===== config.mk =====
export PLATFORM = sky130hd
export DESIGN_NAME = main_control_fsm
export DESIGN_NICKNAME = d
export VERILOG_FILES = /design/src/rtl/cpu16_pkg.sv /design/src/rtl/ctrl_output_decode.sv /design/src/rtl/main_control_fsm.sv
export SDC_FILE = /design/constraint.sdc
export NUM_CORES = 1
export LEC_CHECK = 0
export ABC_AREA = 1
export BUFFER_PORTS_ARGS = -buffer_cell sky130_fd_sc_hd__buf_2
export CORE_MARGIN = 5
export CORE_UTILIZATION = 49
export CTS_BUF_LIST = sky130_fd_sc_hd__clkbuf_4 sky130_fd_sc_hd__clkbuf_8
export DETAILED_ROUTE_END_ITERATION = 6
export GPL_TIMING_DRIVEN = 0
export PLACE_DENSITY = 0.8
export RECOVER_POWER = 25
export SLEW_MARGIN = 5
export SYNTH_ARGS = -nofsm -noshare
export SYNTH_HDL_FRONTEND = slang
export SYNTH_SLANG_ARGS = --single-unit

===== constraint.sdc =====
create_clock -name clk -period 1.85 [get_ports clk]
set_input_delay 0.37 -clock clk [delete_from_list [all_inputs] [get_ports clk]]
set_output_delay 0.37 -clock clk [all_outputs]
set_load 0.05 [all_outputs]

===== src/rtl/cpu16_pkg.sv =====
// Shared encodings for the 16-bit CPU control path: opcodes, ALU/mux selects,
// the control state enumeration and the datapath control bundle.
package cpu16_pkg;

   localparam logic [3:0] OP_RTYPE = 4'b0000;
   localparam logic [3:0] OP_LW    = 4'b0001;
   localparam logic [3:0] OP_SLL   = 4'b0010;
   localparam logic [3:0] OP_SW    = 4'b0011;
   localparam logic [3:0] OP_BEQ   = 4'b0101;
   localparam logic [3:0] OP_J     = 4'b0110;
   localparam logic [3:0] OP_ADDI  = 4'b1001;
   localparam logic [3:0] OP_SUBI  = 4'b1010;
   localparam logic [3:0] OP_SLTI  = 4'b1011;

   localparam logic [1:0] ALU_ADD  = 2'b00;
   localparam logic [1:0] ALU_SUB  = 2'b01;
   localparam logic [1:0] ALU_RFMT = 2'b10;
   localparam logic [1:0] ALU_IFMT = 2'b11;

   localparam logic [1:0] SRCB_REG  = 2'b00;
   localparam logic [1:0] SRCB_INC  = 2'b01;
   localparam logic [1:0] SRCB_IMM  = 2'b10;
   localparam logic [1:0] SRCB_BOFF = 2'b11;

   localparam logic [1:0] PCSRC_ALU    = 2'b00;
   localparam logic [1:0] PCSRC_ALUOUT = 2'b01;
   localparam logic [1:0] PCSRC_JUMP   = 2'b10;

   typedef enum logic [3:0] {
      S_IDLE      = 4'd0,
      S_FETCH     = 4'd1,
      S_DECODE    = 4'd2,
      S_MEM_ADDR  = 4'd3,
      S_MEM_READ  = 4'd4,
      S_MEM_WB    = 4'd5,
      S_MEM_WRITE = 4'd6,
      S_EXEC_R    = 4'd7,
      S_EXEC_I    = 4'd8,
      S_ALU_WB    = 4'd9,
      S_BRANCH    = 4'd10,
      S_JUMP      = 4'd11
   } state_t;

   typedef struct packed {
      logic       pc_write;
      logic       pc_write_cond;
      logic       ir_write;
      logic       i_or_d;
      logic       mem_read;
      logic       mem_write;
      logic       mem_to_reg;
      logic       reg_write;
      logic       reg_dst;
      logic       alu_src_a;
      logic [1:0] alu_src_b;
      logic [1:0] alu_op;
      logic [1:0] pc_source;
      logic       illegal_op;
      logic       busy;
   } ctrl_t;

   function automatic logic is_iformat(input logic [3:0] op);
      return (op == OP_ADDI) || (op == OP_SUBI) || (op == OP_SLTI) || (op == OP_SLL);
   endfunction

   function automatic logic is_legal(input logic [3:0] op);
      return is_iformat(op) || (op == OP_RTYPE) || (op == OP_LW) || (op == OP_SW) ||
             (op == OP_BEQ) || (op == OP_J);
   endfunction

endpackage


===== src/rtl/ctrl_output_decode.sv =====
// Combinational map from control state, effective opcode and mem_ready to the
// datapath control bundle. Only FETCH looks at mem_ready.
module ctrl_output_decode
   import cpu16_pkg::*;
(
   input  state_t     state,
   input  logic [3:0] op,
   input  logic       mem_ready,
   output ctrl_t      ctrl
);

   always_comb begin
      ctrl      = '0;
      ctrl.busy = (state != S_IDLE);
      case (state)
         S_FETCH: begin
            ctrl.mem_read  = 1'b1;
            ctrl.alu_src_b = SRCB_INC;
            ctrl.alu_op    = ALU_ADD;
            ctrl.pc_source = PCSRC_ALU;
            ctrl.ir_write  = mem_ready;
            ctrl.pc_write  = mem_ready;
         end
         S_DECODE: begin
            // ALU precomputes the branch target while the opcode is examined
            ctrl.alu_src_b  = SRCB_BOFF;
            ctrl.alu_op     = ALU_ADD;
            ctrl.illegal_op = !is_legal(op);
         end
         S_MEM_ADDR: begin
            ctrl.alu_src_a = 1'b1;
            ctrl.alu_src_b = SRCB_IMM;
            ctrl.alu_op    = ALU_ADD;
         end
         S_MEM_READ: begin
            ctrl.mem_read = 1'b1;
            ctrl.i_or_d   = 1'b1;
         end
         S_MEM_WB: begin
            ctrl.reg_write  = 1'b1;
            ctrl.mem_to_reg = 1'b1;
         end
         S_MEM_WRITE: begin
            ctrl.mem_write = 1'b1;
            ctrl.i_or_d    = 1'b1;
         end
         S_EXEC_R: begin
            ctrl.alu_src_a = 1'b1;
            ctrl.alu_src_b = SRCB_REG;
            ctrl.alu_op    = ALU_RFMT;
         end
         S_EXEC_I: begin
            ctrl.alu_src_a = 1'b1;
            ctrl.alu_src_b = SRCB_IMM;
            ctrl.alu_op    = ALU_IFMT;
         end
         S_ALU_WB: begin
            ctrl.reg_write = 1'b1;
            ctrl.reg_dst   = (op == OP_RTYPE);
         end
         S_BRANCH: begin
            ctrl.alu_src_a     = 1'b1;
            ctrl.alu_src_b     = SRCB_REG;
            ctrl.alu_op        = ALU_SUB;
            ctrl.pc_write_cond = 1'b1;
            ctrl.pc_source     = PCSRC_ALUOUT;
         end
         S_JUMP: begin
            ctrl.pc_write  = 1'b1;
            ctrl.pc_source = PCSRC_JUMP;
         end
         default: ;
      endcase
   end

endmodule


===== src/rtl/main_control_fsm.sv =====
// Multi-cycle main control unit: sequences fetch/decode/execute/memory/write-back
// and waits on single-port memory through mem_ready.
module main_control_fsm
   import cpu16_pkg::*;
#(
   parameter int PC_INC = 2
) (
   input  logic       clk,
   input  logic       reset_n,
   input  logic       enable,
   input  logic [3:0] opcode,
   input  logic       mem_ready,
   input  logic       zero,
   output logic       pc_write,
   output logic       pc_write_cond,
   output logic       ir_write,
   output logic       i_or_d,
   output logic       mem_read,
   output logic       mem_write,
   output logic       mem_to_reg,
   output logic       reg_write,
   output logic       reg_dst,
   output logic       alu_src_a,
   output logic [1:0] alu_src_b,
   output logic [1:0] alu_op,
   output logic [1:0] pc_source,
   output logic       illegal_op,
   output logic       busy
);

   state_t     state, state_nxt, end_state;
   logic [3:0] opcode_q, op_eff;
   ctrl_t      ctrl;

   // zero is gated with pc_write_cond in the datapath; PC_INC sizes the adder constant there
   logic unused_inputs;
   assign unused_inputs = zero ^ PC_INC[0];

   always_ff @(posedge clk or negedge reset_n) begin
      if (!reset_n) state <= S_IDLE;
      else          state <= state_nxt;
   end

   always_ff @(posedge clk) begin
      if (state == S_DECODE) opcode_q <= opcode;
   end

   // DECODE sees the live IR opcode; every later state uses the latched copy
   assign op_eff    = (state == S_DECODE) ? opcode : opcode_q;
   assign end_state = enable ? S_FETCH : S_IDLE;

   always_comb begin
      state_nxt = state;
      case (state)
         S_IDLE:      if (enable) state_nxt = S_FETCH;
         S_FETCH:     if (mem_ready) state_nxt = S_DECODE;
         S_DECODE: begin
            if ((opcode == OP_LW) || (opcode == OP_SW)) state_nxt = S_MEM_ADDR;
            else if (opcode == OP_RTYPE)                state_nxt = S_EXEC_R;
            else if (is_iformat(opcode))                state_nxt = S_EXEC_I;
            else if (opcode == OP_BEQ)                  state_nxt = S_BRANCH;
            else if (opcode == OP_J)                    state_nxt = S_JUMP;
            else                                        state_nxt = end_state;
         end
         S_MEM_ADDR:  state_nxt = (opcode_q == OP_LW) ? S_MEM_READ : S_MEM_WRITE;
         S_MEM_READ:  if (mem_ready) state_nxt = S_MEM_WB;
         S_MEM_WRITE: if (mem_ready) state_nxt = end_state;
         S_EXEC_R,
         S_EXEC_I:    state_nxt = S_ALU_WB;
         S_MEM_WB,
         S_ALU_WB,
         S_BRANCH,
         S_JUMP:      state_nxt = end_state;
         default:     state_nxt = S_IDLE;
      endcase
   end

   ctrl_output_decode u_decode (
      .state     (state),
      .op        (op_eff),
      .mem_ready (mem_ready),
      .ctrl      (ctrl)
   );

   assign pc_write      = ctrl.pc_write;
   assign pc_write_cond = ctrl.pc_write_cond;
   assign ir_write      = ctrl.ir_write;
   assign i_or_d        = ctrl.i_or_d;
   assign mem_read      = ctrl.mem_read;
   assign mem_write     = ctrl.mem_write;
   assign mem_to_reg    = ctrl.mem_to_reg;
   assign reg_write     = ctrl.reg_write;
   assign reg_dst       = ctrl.reg_dst;
   assign alu_src_a     = ctrl.alu_src_a;
   assign alu_src_b     = ctrl.alu_src_b;
   assign alu_op        = ctrl.alu_op;
   assign pc_source     = ctrl.pc_source;
   assign illegal_op    = ctrl.illegal_op;
   assign busy          = ctrl.busy;

endmodule


## Word level (Yosys, flattened, before mapping)

Cells that the tools add are included.

- Output and inout port bits: 18
- Bits in registers: 8
- Memory bits (read-only): 0
- Input bits: 9
- Memories: 0
- Bits in writable memories: 0
- Latch bits: 0

- Magnitude comparators: 0
- Div/mod/pow operators: 0
- Eq/ne operators: 32
- Reduce and logical (&&, ||, !) cells: 24
- Add/sub/neg operators: 0
- Shift operators: 0
- Mux-type cells: 26
- Multiply operators: 0
- Bitwise gates (word level): 0

Operators by type and width:

| kind | count |
|---|---|
| 4-bit equality test, second input constant | 10 |
| 4-bit two-way mux | 10 |
| 4-bit by 3-bit equality test with 1-bit output, second input constant | 8 |
| 4-bit one-hot mux with 8 select lines | 1 |
| 4-bit by 2-bit equality test with 1-bit output, second input constant | 6 |
| 4-bit one-hot mux with 6 select lines | 1 |
| 4-bit by 1-bit equality test with 1-bit output, second input constant | 4 |
| 4-bit logical NOT | 3 |
| 1-bit logical OR | 12 |
| 1-bit two-way mux | 11 |
| 2-bit inequality test, second input constant | 4 |
| 2-bit OR reduction | 4 |
| 4-bit OR reduction | 2 |
| 2-bit one-hot mux with 2 select lines | 1 |
| 4-bit AND reduction | 1 |
| 4-bit nonzero test | 1 |
| 2-bit two-way mux | 1 |
| 1-bit one-hot mux with 2 select lines | 1 |
| 1-bit logical NOT | 1 |

## Depth between registers and ports, before layout

- Depth in word-level cells: 13
- Gate-level depth with buffers: 10
- Depth with buffers taken out: 10

## Modules after synthesis

Synthesis repeated with hierarchy kept, for this count alone.

- Cells, all modules: 135
- Area, all modules: 777.0 µm²

Modules (own cells, without submodules):

| module | seq. area each (µm²) | area each (µm²) | instances | cells each |
|---|---|---|---|---|
| main_control_fsm | 180.2 | 540.5 | 1 | 88 |
| ctrl_output_decode | 0.0 | 236.5 | 1 | 47 |

## Least setup slack after synthesis

No wires, ideal clock.

- Path kind: register -> output
- Start: register state[0]
- End: output mem_read
- Buffers on the path: 1
- Setup slack: -0.371 ns
- Stages on the path, launching flop included: 5
- Data arrival time: 1.851 ns
- Data required time: 1.480 ns
- Cell sequence: dfrtp_1 -> buf_6 -> nor2_1 -> inv_1 -> o21ai_0

- Longest elaborated chain between the ends: 3
- Elaborated cells on any way between the ends: 4

Ends and longest elaborated chain:

| item | RTL line | source |
|---|---|---|
| from (decl) | main_control_fsm.sv:31 | `state_t state, state_nxt, end_state;` |
| from (signal assigned) | main_control_fsm.sv:41 | `else state <= state_nxt;` |
| 4-bit by 3-bit equality test with 1-bit output or 4-bit by 1-bit equality test with 1-bit output (tied branches) | ctrl_output_decode.sv:15 | `case (state)` |
| 2-bit OR reduction (no line) (*) | n/a |  |
| 1-bit two-way mux (*) | ctrl_output_decode.sv:15 |  |
| to (decl) | main_control_fsm.sv:18 | `output logic mem_read,` |

Every way passes the cells marked *; elsewhere a longest branch is shown, timed or not.

## Final worst setup path

- Start: register state[2]
- End: output illegal_op

- Longest elaborated chain between the ends: 13
- Elaborated cells on any way between the ends: 21

Ends and longest elaborated chain:

| item | RTL line | source |
|---|---|---|
| 4-bit by 2-bit equality test with 1-bit output (*) | ctrl_output_decode.sv:15, main_control_fsm.sv:49 |  |
| 4-bit two-way mux | n/a |  |
| 4-bit equality test | cpu16_pkg.sv:63 | `return (op == OP_ADDI) \|\| (op == OP_SUBI) \|\| (op == OP_SLTI) \|\| (op == OP_SLL);` |
| 1-bit logical OR (3 in a row) | cpu16_pkg.sv:63 |  |
| 1-bit logical OR (4 in a row) | cpu16_pkg.sv:67 | `return is_iformat(op) \|\| (op == OP_RTYPE) \|\| (op == OP_LW) \|\| (op == OP_SW) \|\|` |
| 1-bit logical OR | cpu16_pkg.sv:68 | `(op == OP_BEQ) \|\| (op == OP_J);` |
| 1-bit logical NOT | ctrl_output_decode.sv:28 | `ctrl.illegal_op = !is_legal(op);` |
| 1-bit two-way mux (*) | ctrl_output_decode.sv:15 |  |
| to (decl) | main_control_fsm.sv:27 | `output logic illegal_op,` |

Marks and branches as above.

==> impl_metrics.py <==
metrics = {
    "floorplanning": {
        "io_pins": 27,
        "die_h_um": 47.8,
        "die_area_mm2": 0.00228,
        "fp-row-count": 13,
        "fp.dieW_um": 47.8,
        "start_util_pct": 52.4,
        "fp.coreArea_mm2": 0.00133,
    },
    "synthesis": {
        "synth_seq_area_share_pct": 25.8,
        "synth.net_count": 128,
        "synthXorXnorAreaFrac_pct": 0,
        "netlist_area_um2": 699,
        "synth-compound-area-share_pct": 13.6,
        "ys_warn_count": 0,
        "synthSimpleGateAreaFrac_pct": 48.8,
        "synth_cell_types": 21,
        "synth_top_family_by_area": "simple AND/OR/NAND/NOR gates",
        "synth-seq-cells": 8,
        "syn_inst": 119,
        "synth_fa_ha_area_share_pct": 0,
        "synth_mux_area_share_pct": 0,
        "avgSynthCellArea_um2": 5.88,
    },
    "power_and_ir_drop": {
        "internal_power_mw": 0.917,
        "power.share.sequential_pct": 13.7,
        "power.total_mw": 2.31,
        "p_leak_nw": 0.594,
        "power.switching_mw": 1.40,
        "vdd_ir_drop_max_mv": 0.942,
        "switching_share_pct": 60.4,
        "clkPwrFrac_pct": 5.9,
        "p_per_area_mw_per_mm2": 2110,
        "pwr-share-comb_pct": 80.4,
    },
    "detailed_routing": {
        "antenna_left": 0,
        "vias": 984,
        "routed_via_density": 5.66,
        "drc": 0,
        "routed-wl-met2_um": 1290,
        "met3_length_um": 260,
        "wl_per_cell_um": 15.5,
        "drtPass1Iterations": 4,
        "routed.top_layer": "met4",
        "wl_met1_um": 1040,
        "drt_iter0_markers": 33,
        "routed_wirelength_um": 2690,
    },
    "layout": {
        "layout_common_cells": "nand2_1 (29), nor2_1 (16), buf_4 (15), buf_2 (14), inv_1 (12)",
        "diodes": 0,
        "area_delta_synth_final_pct": 56.5,
        "fillers": 93,
        "layout_commonest_cell": "nand2_1",
        "nets": 170,
        "drive_gt1_share_pct": 46.5,
    },
    "critical_path": {
        "crit_arrival_ps": 1800,
        "cp_max_fo": 7,
        "endpoint_kind": "output port",
        "cp-start-kind": "flop",
        "worstSetupPathType": "reg2out",
        "critPathRequiredTime_ps": 1480,
    },
    "clock_network": {
        "clk_path_buf_depth": 2,
        "clkLatencyLatePin_ps": 260,
        "clk_pin_slew_ps": 50,
        "numCtsBuffers": 3,
        "cts_sinks": 8,
        "cts_tree": "yes",
        "ctsHtreeMaxLevel": 1,
        "cts_root_buffer": "clkbuf_4",
    },
    "timing": {
        "relSlewSlack_pct": 80.4,
        "worst_pin_slew_ps": 293,
        "finalHoldViolCount": 0,
        "setup_viol": 6,
        "slew_violations": 0,
        "skew_ps": 0.847,
        "grt_setup_unrepaired": "true",
        "fin_tns_setup_ps": -813,
        "fmax_mhz": 462,
        "setup_ws_ps": -316,
        "fin_crit_sh_pct": 117,
        "period_needed_ps": 2170,
    },
    "placement": {
        "io_buffers": 25,
        "place_ws_ps": -165,
        "place_hpwl_um": 1540,
        "gp_congestion": 0.848,
    },
    "global_route": {
        "grt_max_degree": 10,
        "grt_pass1_vias": 899,
        "grt_pass1_wl_um": 3850,
        "grt.overflow.total": 0,
        "groute.usage.overall_pct": 24.2,
        "antenna_found_initial": 0,
    },
    "job": {
        "maxCapViolCount": 0,
    },
    "run_status": {
        "violations": "negative setup slack",
        "status": "finished, violations left",
    },
    "worst_hold_path": {
        "hp-class": "in2reg",
    },
}
==> registers in the layout, indices dropped and copies added (netlist names) <==
register / flops
state: 4
opcode_q: 4
==> cells by family after synthesis <==
family,Yosys count
compound gates,16
buf+inv,19
simple gates,76
flops,8
==> final cells by class <==
class / instances / area, µm² / share of cell area (%)
clock buffers: 3 / 22.5 / 2.06
inverters: 17 / 66.3 / 6.06
flip-flops and latches: 8 / 183 / 16.7
well taps: 15 / 18.8 / 1.71
multi-input cells: 92 / 526 / 48.0
plain buffers: 2 / 18.8 / 1.71
repair buffers: 37 / 260 / 23.8
==> power by group through the flow <==
stage / clock (mW) / sequential, mW / combinational (mW)
floorplan: 0 / 0.303 / 1.13
detailed placement: 0 / 0.319 / 1.40
global route: 0.153 / 0.324 / 1.96
global placement: 0 / 0.315 / 1.37
CTS: 0.140 / 0.313 / 1.66
finish: 0.137 / 0.317 / 1.86
==> repair_timing <==
| item | CTS | global route |
|---|---|---|
| endpoints found under the setup margin | 8 | 13 |
| endpoints found under the hold margin | 4 | 0 |
| resized for setup | 23 | 14 |
| pin swaps | 8 | 8 |
| buffers inserted | 10 | 1 |
| hold buffers | 1 | 0 |
==> Yosys cell counts (all sizes together) <==
master / count / share of area (%)
dfxtp: 4 / 11
nor2: 24 / 15
dfrtp: 4 / 14
inv: 17 / 9.1
o21ai: 7 / 5.5
nand4: 2 / 1.8
nand3: 6 / 4.3
nor3: 1 / 1.4
o22ai: 3 / 2.7
and3: 1 / 0.90
a21oi: 6 / 5.4
buf: 2 / 2.7
nand2: 42 / 26
==> stage by stage <==
stage	std cells	utilization (%)	area (µm²)	hold WS, ps
5_1_grt	174	82.1	1090	407
2_1_floorplan	119	-	728	74.4
3_3_place_gp	159	65.4	872	177
4_1_cts	173	79.0	1050	380
3_5_place_dp	159	65.4	872	179
6_report	174	82.1	1090	393
==> critical path, stage by stage (launching register included) <==
cell and delay (ps):
dfrtp_2 450, nor2_4 190, nand2_4 110, nand2_2 100, nand4_1 270, a21oi_4 240, buf_6 170
==> routing by layer <==
layer / track usage (%) / vias up
li1: - / 452
met3: 7.14 / 13
met5: 0 / -
met1: 28.1 / 449
met2: 40.6 / 70
met4: 10.8 / 0
==> path summary, 6_finish.rpt <==
kind / start / to / slack (ps) / depth (start not counted)
setup / recovery: state[2] / illegal_op / -320 / 6
hold / removal: opcode[3] / opcode_q[3] / 390 / 3
setup reg to reg: state[0] / state[0] / 330 / 10
hold reg to reg: opcode_q[0] / opcode_q[0] / 530 / 2
max in group asynchronous: reset_n / state[3] / 1180 / 2
min in group asynchronous: reset_n / state[2] / 470 / 2
Power figures use the tool's default switching activity.
